## config.mk

```make
export PLATFORM = sky130hd
export DESIGN_NAME = or_gate_bist_analyzer
export DESIGN_NICKNAME = d
export VERILOG_FILES = /design/src/rtl/or_gate_bist_analyzer.sv
export SDC_FILE = /design/constraint.sdc
export NUM_CORES = 1
export LEC_CHECK = 0
export CAP_MARGIN = 15
export CORE_MARGIN = 8
export CORE_UTILIZATION = 32
export DETAILED_ROUTE_END_ITERATION = 7
export HOLD_SLACK_MARGIN = 0.08
export PLACE_DENSITY = 0.57
export SKIP_CTS_REPAIR_TIMING = 1
export SLEW_MARGIN = 20
export SYNTH_ARGS = -nofsm -noshare
export SYNTH_HDL_FRONTEND = slang
export SYNTH_SLANG_ARGS = --single-unit
```

## constraint.sdc

```tcl
create_clock -name clk -period 4.7 [get_ports clk]
set_clock_uncertainty 0.05 [all_clocks]
set_input_delay 0.47 -clock clk [delete_from_list [all_inputs] [get_ports clk]]
set_output_delay 0.47 -clock clk [all_outputs]
set_load 0.01 [all_outputs]
```

## src/rtl/or_gate_bist_analyzer.sv

```systemverilog
// or_gate_bist_analyzer
// On-chip stuck-at tester for a two-input OR cell. Each run applies the four
// exhaustive input vectors, holds each one for SETTLE_CYCLES+1 cycles, samples
// the gate output at the end of the hold, then compares the captured responses
// with the OR truth table and decodes the mismatch pattern into a diagnosis.
// Results are held until the next run completes or reset is asserted.

module or_gate_bist_analyzer #(
    parameter int unsigned SETTLE_CYCLES = 2,
    parameter int unsigned CNT_W         = 4
) (
    input  logic       clk,
    input  logic       rst,
    input  logic       start,
    input  logic       dut_z,
    output logic       test_a,
    output logic       test_b,
    output logic       busy,
    output logic       done,
    output logic [3:0] resp,
    output logic [3:0] mismatch,
    output logic [2:0] fault_count,
    output logic [2:0] diag
);

    typedef enum logic [1:0] {
        IDLE   = 2'd0,
        APPLY  = 2'd1,
        REPORT = 2'd2
    } state_t;

    // resp[k] of a healthy OR gate, with vector k = {a,b} = k
    localparam logic [3:0]       EXPECTED_RESP = 4'b1110;
    localparam logic [CNT_W-1:0] SETTLE_LAST   = CNT_W'(SETTLE_CYCLES);

    state_t           state, state_d;
    logic [CNT_W-1:0] cnt, cnt_d;
    logic [1:0]       idx, idx_d;
    logic             test_a_d, test_b_d;
    logic             busy_d, done_d;
    logic [3:0]       resp_d, mismatch_d, mismatch_now;
    logic [2:0]       fault_count_d, diag_d;

    // Number of set bits in a 4-bit mismatch pattern (0..4)
    function automatic logic [2:0] popcount4(input logic [3:0] v);
        popcount4 = {2'b00, v[0]} + {2'b00, v[1]} + {2'b00, v[2]} + {2'b00, v[3]};
    endfunction

    // Single-fault signatures of the OR cell; anything else is unclassified
    function automatic logic [2:0] decode_diag(input logic [3:0] m);
        case (m)
            4'b0000: decode_diag = 3'd0;  // healthy
            4'b0001: decode_diag = 3'd1;  // A, B or Z stuck-at-1
            4'b0010: decode_diag = 3'd2;  // B stuck-at-0
            4'b0100: decode_diag = 3'd3;  // A stuck-at-0
            4'b1110: decode_diag = 3'd4;  // Z stuck-at-0, or A and B both stuck-at-0
            default: decode_diag = 3'd5;  // multiple / unclassified
        endcase
    endfunction

    assign mismatch_now = resp ^ EXPECTED_RESP;

    // Next-state and registered-output logic for the test sequencer
    always_comb begin
        state_d       = state;
        cnt_d         = cnt;
        idx_d         = idx;
        test_a_d      = test_a;
        test_b_d      = test_b;
        busy_d        = busy;
        done_d        = 1'b0;
        resp_d        = resp;
        mismatch_d    = mismatch;
        fault_count_d = fault_count;
        diag_d        = diag;

        case (state)
            IDLE: begin
                test_a_d = 1'b0;
                test_b_d = 1'b0;
                busy_d   = 1'b0;
                if (start) begin
                    state_d  = APPLY;
                    cnt_d    = '0;
                    idx_d    = '0;
                    test_a_d = 1'b0;
                    test_b_d = 1'b0;
                    busy_d   = 1'b1;
                end
            end

            APPLY: begin
                if (cnt == SETTLE_LAST) begin
                    // End of the hold window: the current vector has settled
                    resp_d[idx] = dut_z;
                    cnt_d       = '0;
                    if (idx != 2'd3) begin
                        idx_d                = idx + 2'd1;
                        {test_a_d, test_b_d} = idx + 2'd1;
                    end else begin
                        state_d  = REPORT;
                        test_a_d = 1'b0;
                        test_b_d = 1'b0;
                    end
                end else begin
                    cnt_d = cnt + 1'b1;
                end
            end

            REPORT: begin
                mismatch_d    = mismatch_now;
                fault_count_d = popcount4(mismatch_now);
                diag_d        = decode_diag(mismatch_now);
                done_d        = 1'b1;
                busy_d        = 1'b0;
                state_d       = IDLE;
            end

            default: begin
                state_d  = IDLE;
                test_a_d = 1'b0;
                test_b_d = 1'b0;
                busy_d   = 1'b0;
            end
        endcase
    end

    // State and output registers; reset aborts any run without a done pulse
    always_ff @(posedge clk or posedge rst) begin
        if (rst) begin
            state       <= IDLE;
            cnt         <= '0;
            idx         <= '0;
            test_a      <= 1'b0;
            test_b      <= 1'b0;
            busy        <= 1'b0;
            done        <= 1'b0;
            resp        <= '0;
            mismatch    <= '0;
            fault_count <= '0;
            diag        <= '0;
        end else begin
            state       <= state_d;
            cnt         <= cnt_d;
            idx         <= idx_d;
            test_a      <= test_a_d;
            test_b      <= test_b_d;
            busy        <= busy_d;
            done        <= done_d;
            resp        <= resp_d;
            mismatch    <= mismatch_d;
            fault_count <= fault_count_d;
            diag        <= diag_d;
        end
    end

endmodule
```

==> results.cfg <==
[critical_path]
r2r_start = cnt[0]
crit_arrival_ps = 2080
rrSetupSlack_ps = 2720
required_ps = 4800
reg2reg_depth = 5
cp_max_fo = 6
crit_type = reg2reg
crit_start = cnt[0]
cp-end-kind = register
r2r_end = resp[3]
start_kind = register

[global_routing]
grt_pass1_vias = 922
antenna_found_initial = 0
gr-total-overflow = 0
grt.total_usage = 0.0825
grt_pass1_wl_um = 4280
grt_max_degree = 27

[cells_and_area]
most-common-layout-cells = dfrtp_1 (26), nand2_1 (23), clkdlybuf4s50_1 (21)
n_antenna_cell = 0
area_delta_synth_final_pct = 21.8
finish.instance_area_um2 = 1600
n_fill_cell = 402
drive_above_1_share = 0.0743
nets = 166
layout_commonest_cell = dfrtp_1

[sta]
final.setup.tns_ps = 0
max_slew_margin = 0.381
setup_violations = 0
grt_setup_unrepaired = no
fin_crit_ps = 1980
hold_viol_final = 0
worstMarginPinSlew_ps = 922
final_max_slew_viol_count = 0
timing.final.crit_share = 0.421
fmax_mhz = 505

[yosys]
syn_area_um2 = 1310
syn_inst = 130
yosys_warnings = 0
synth-seq-cells = 26
seq_area_frac_synth = 0.496
synth_cell_type_count = 29
synth.net_count = 146
synth-edff-count = 0
synth_area_per_cell_um2 = 10.1
synthArstFlopShare = 1.00
yosys_most_used_dff = dfrtp_1

[outcome]
outcome = finished clean

[drt]
vias = 942
wl_per_cell_um = 12.8
routed_wirelength_um = 2540
drt_iter0_markers = 59
dr.pass1.iters = 4
final_antenna_net_count = 0
detail_route.vias_per_cell = 4.76
drc = 0

[placement]
dpl-instance-area_um2 = 1560
dp_hpwl_um = 1960
port_buffers = 21
gp_congestion = 0.767

[hold_path]
worstHoldPathType = reg2reg
holdPathEnd = fault_count[2]
holdCritStartpoint = fault_count[2]
hold_depth = 2

[clock_tree]
cts-root-buf = clkbuf_8
cts_sinks = 26
htreeDepth = 1
cts_tree = built
numCtsBuffers = 3
clk_pin_slew_worst_paths_ps = 80
insertion_delay_ps = 260
clock_path_buffers = 2

[pwr]
p_per_area_nw_per_um2 = 603
ir_drop_mv = 0.263
p_leak_nw = 0.754

[floorplanning]
core_um2 = 3970
dieWidth_um = 80.0
num_io_pins = 22
die_area_um2 = 6410
placementRows = 23
start_util = 0.330
die_y_um = 80.0

[flow_run]
max_cap_violations = 0
[critical path, cell delays in order (launching register included)]
cell	delay (ps)
dfrtp_1	430
inv_1	80
ha_1	150
nor3b_1	540
and3_1	300
mux2_2	330
[registers in the layout, summed over array words and instances (netlist names)]
| register | count |
|---|---|
| cnt | 4 |
| mismatch | 4 |
| resp | 4 |
| diag | 3 |
| fault_count | 3 |
| idx | 2 |
| state | 2 |
| busy | 1 |
| done | 1 |
| test_a | 1 |
| test_b | 1 |
[cells in the mapped netlist (all sizes together), types with 2 or more instances]
cell | instances | share of area
a21oi | 2 | 0.0076
a31oi | 3 | 0.014
clkbuf | 5 | 0.015
dfrtp | 26 | 0.50
ha | 11 | 0.10
inv | 10 | 0.029
mux2 | 5 | 0.043
mux2i | 4 | 0.031
nand2 | 23 | 0.066
nand2b | 2 | 0.0095
nand3 | 7 | 0.027
nor2 | 8 | 0.023
nor2b | 2 | 0.0095
o211ai | 2 | 0.011
o21ai | 8 | 0.033
o21bai | 2 | 0.011
[final cells by class]
class,count,area (µm²),share of cell area
Tap cell,50,62.6,0.0391
Clock buffer,3,41.3,0.0258
Timing Repair Buffer,21,210,0.131
Sequential cell,26,651,0.407
Multi-Input combinational cell,88,597,0.373
Inverter,10,37.5,0.0235
[cells by family (layout without fill, tap and decap cells)]
family,Yosys count,count (layout),synth area share
AND/OR/NAND/NOR,47,47,0.164
flip-flops,26,26,0.496
multiplexers,9,9,0.0734
AO/OA/AOI/OAI,20,20,0.0972
buffers and inverters,16,34,0.0496
adder cells (fa/ha/maj),12,12,0.120
[worst max path at each step]
stage               to  slack, ps  depth (start not counted)
6_report       resp[3]       2720                          5
5_1_grt        resp[3]       2540                          5
4_1_cts        resp[3]       2740                          5
3_5_place_dp   resp[3]       2760                          5
3_3_place_gp   resp[3]       2850                          5
2_1_floorplan   idx[1]       2950                          6
[per-layer routing]
layer	share of wire	GRT usage	wire length, µm	up-vias
li1	-	-	-	467
met1	0.46	0.103	1170	448
met2	0.47	0.133	1200	25
met3	0.064	0.0225	163	2
met4	0.0055	0.0273	14	0
met5	0	0	0	-
[stage by stage]
step	total power, W	worst slack (ps)	util	hold WS [ps]	std cells
finish	0.000964	2720	0.403	433	198
CTS	0.000985	2740	0.403	441	198
floorplan	0.000680	2950	-	451	130
global placement	0.000845	2850	0.392	411	195
detailed placement	0.000856	2760	0.392	419	195
global route	0.00106	2540	0.403	450	198
[power by group]
group / internal, W / switching [W] / total [W] / leakage (nW)
clock network: 0.0000573 / 0.0000641 / 0.000121 / 0.0216
registers: 0.000306 / 0.0000947 / 0.000401 / 0.335
logic: 0.000237 / 0.000204 / 0.000441 / 0.397
(Power assumes the default switching activity.)
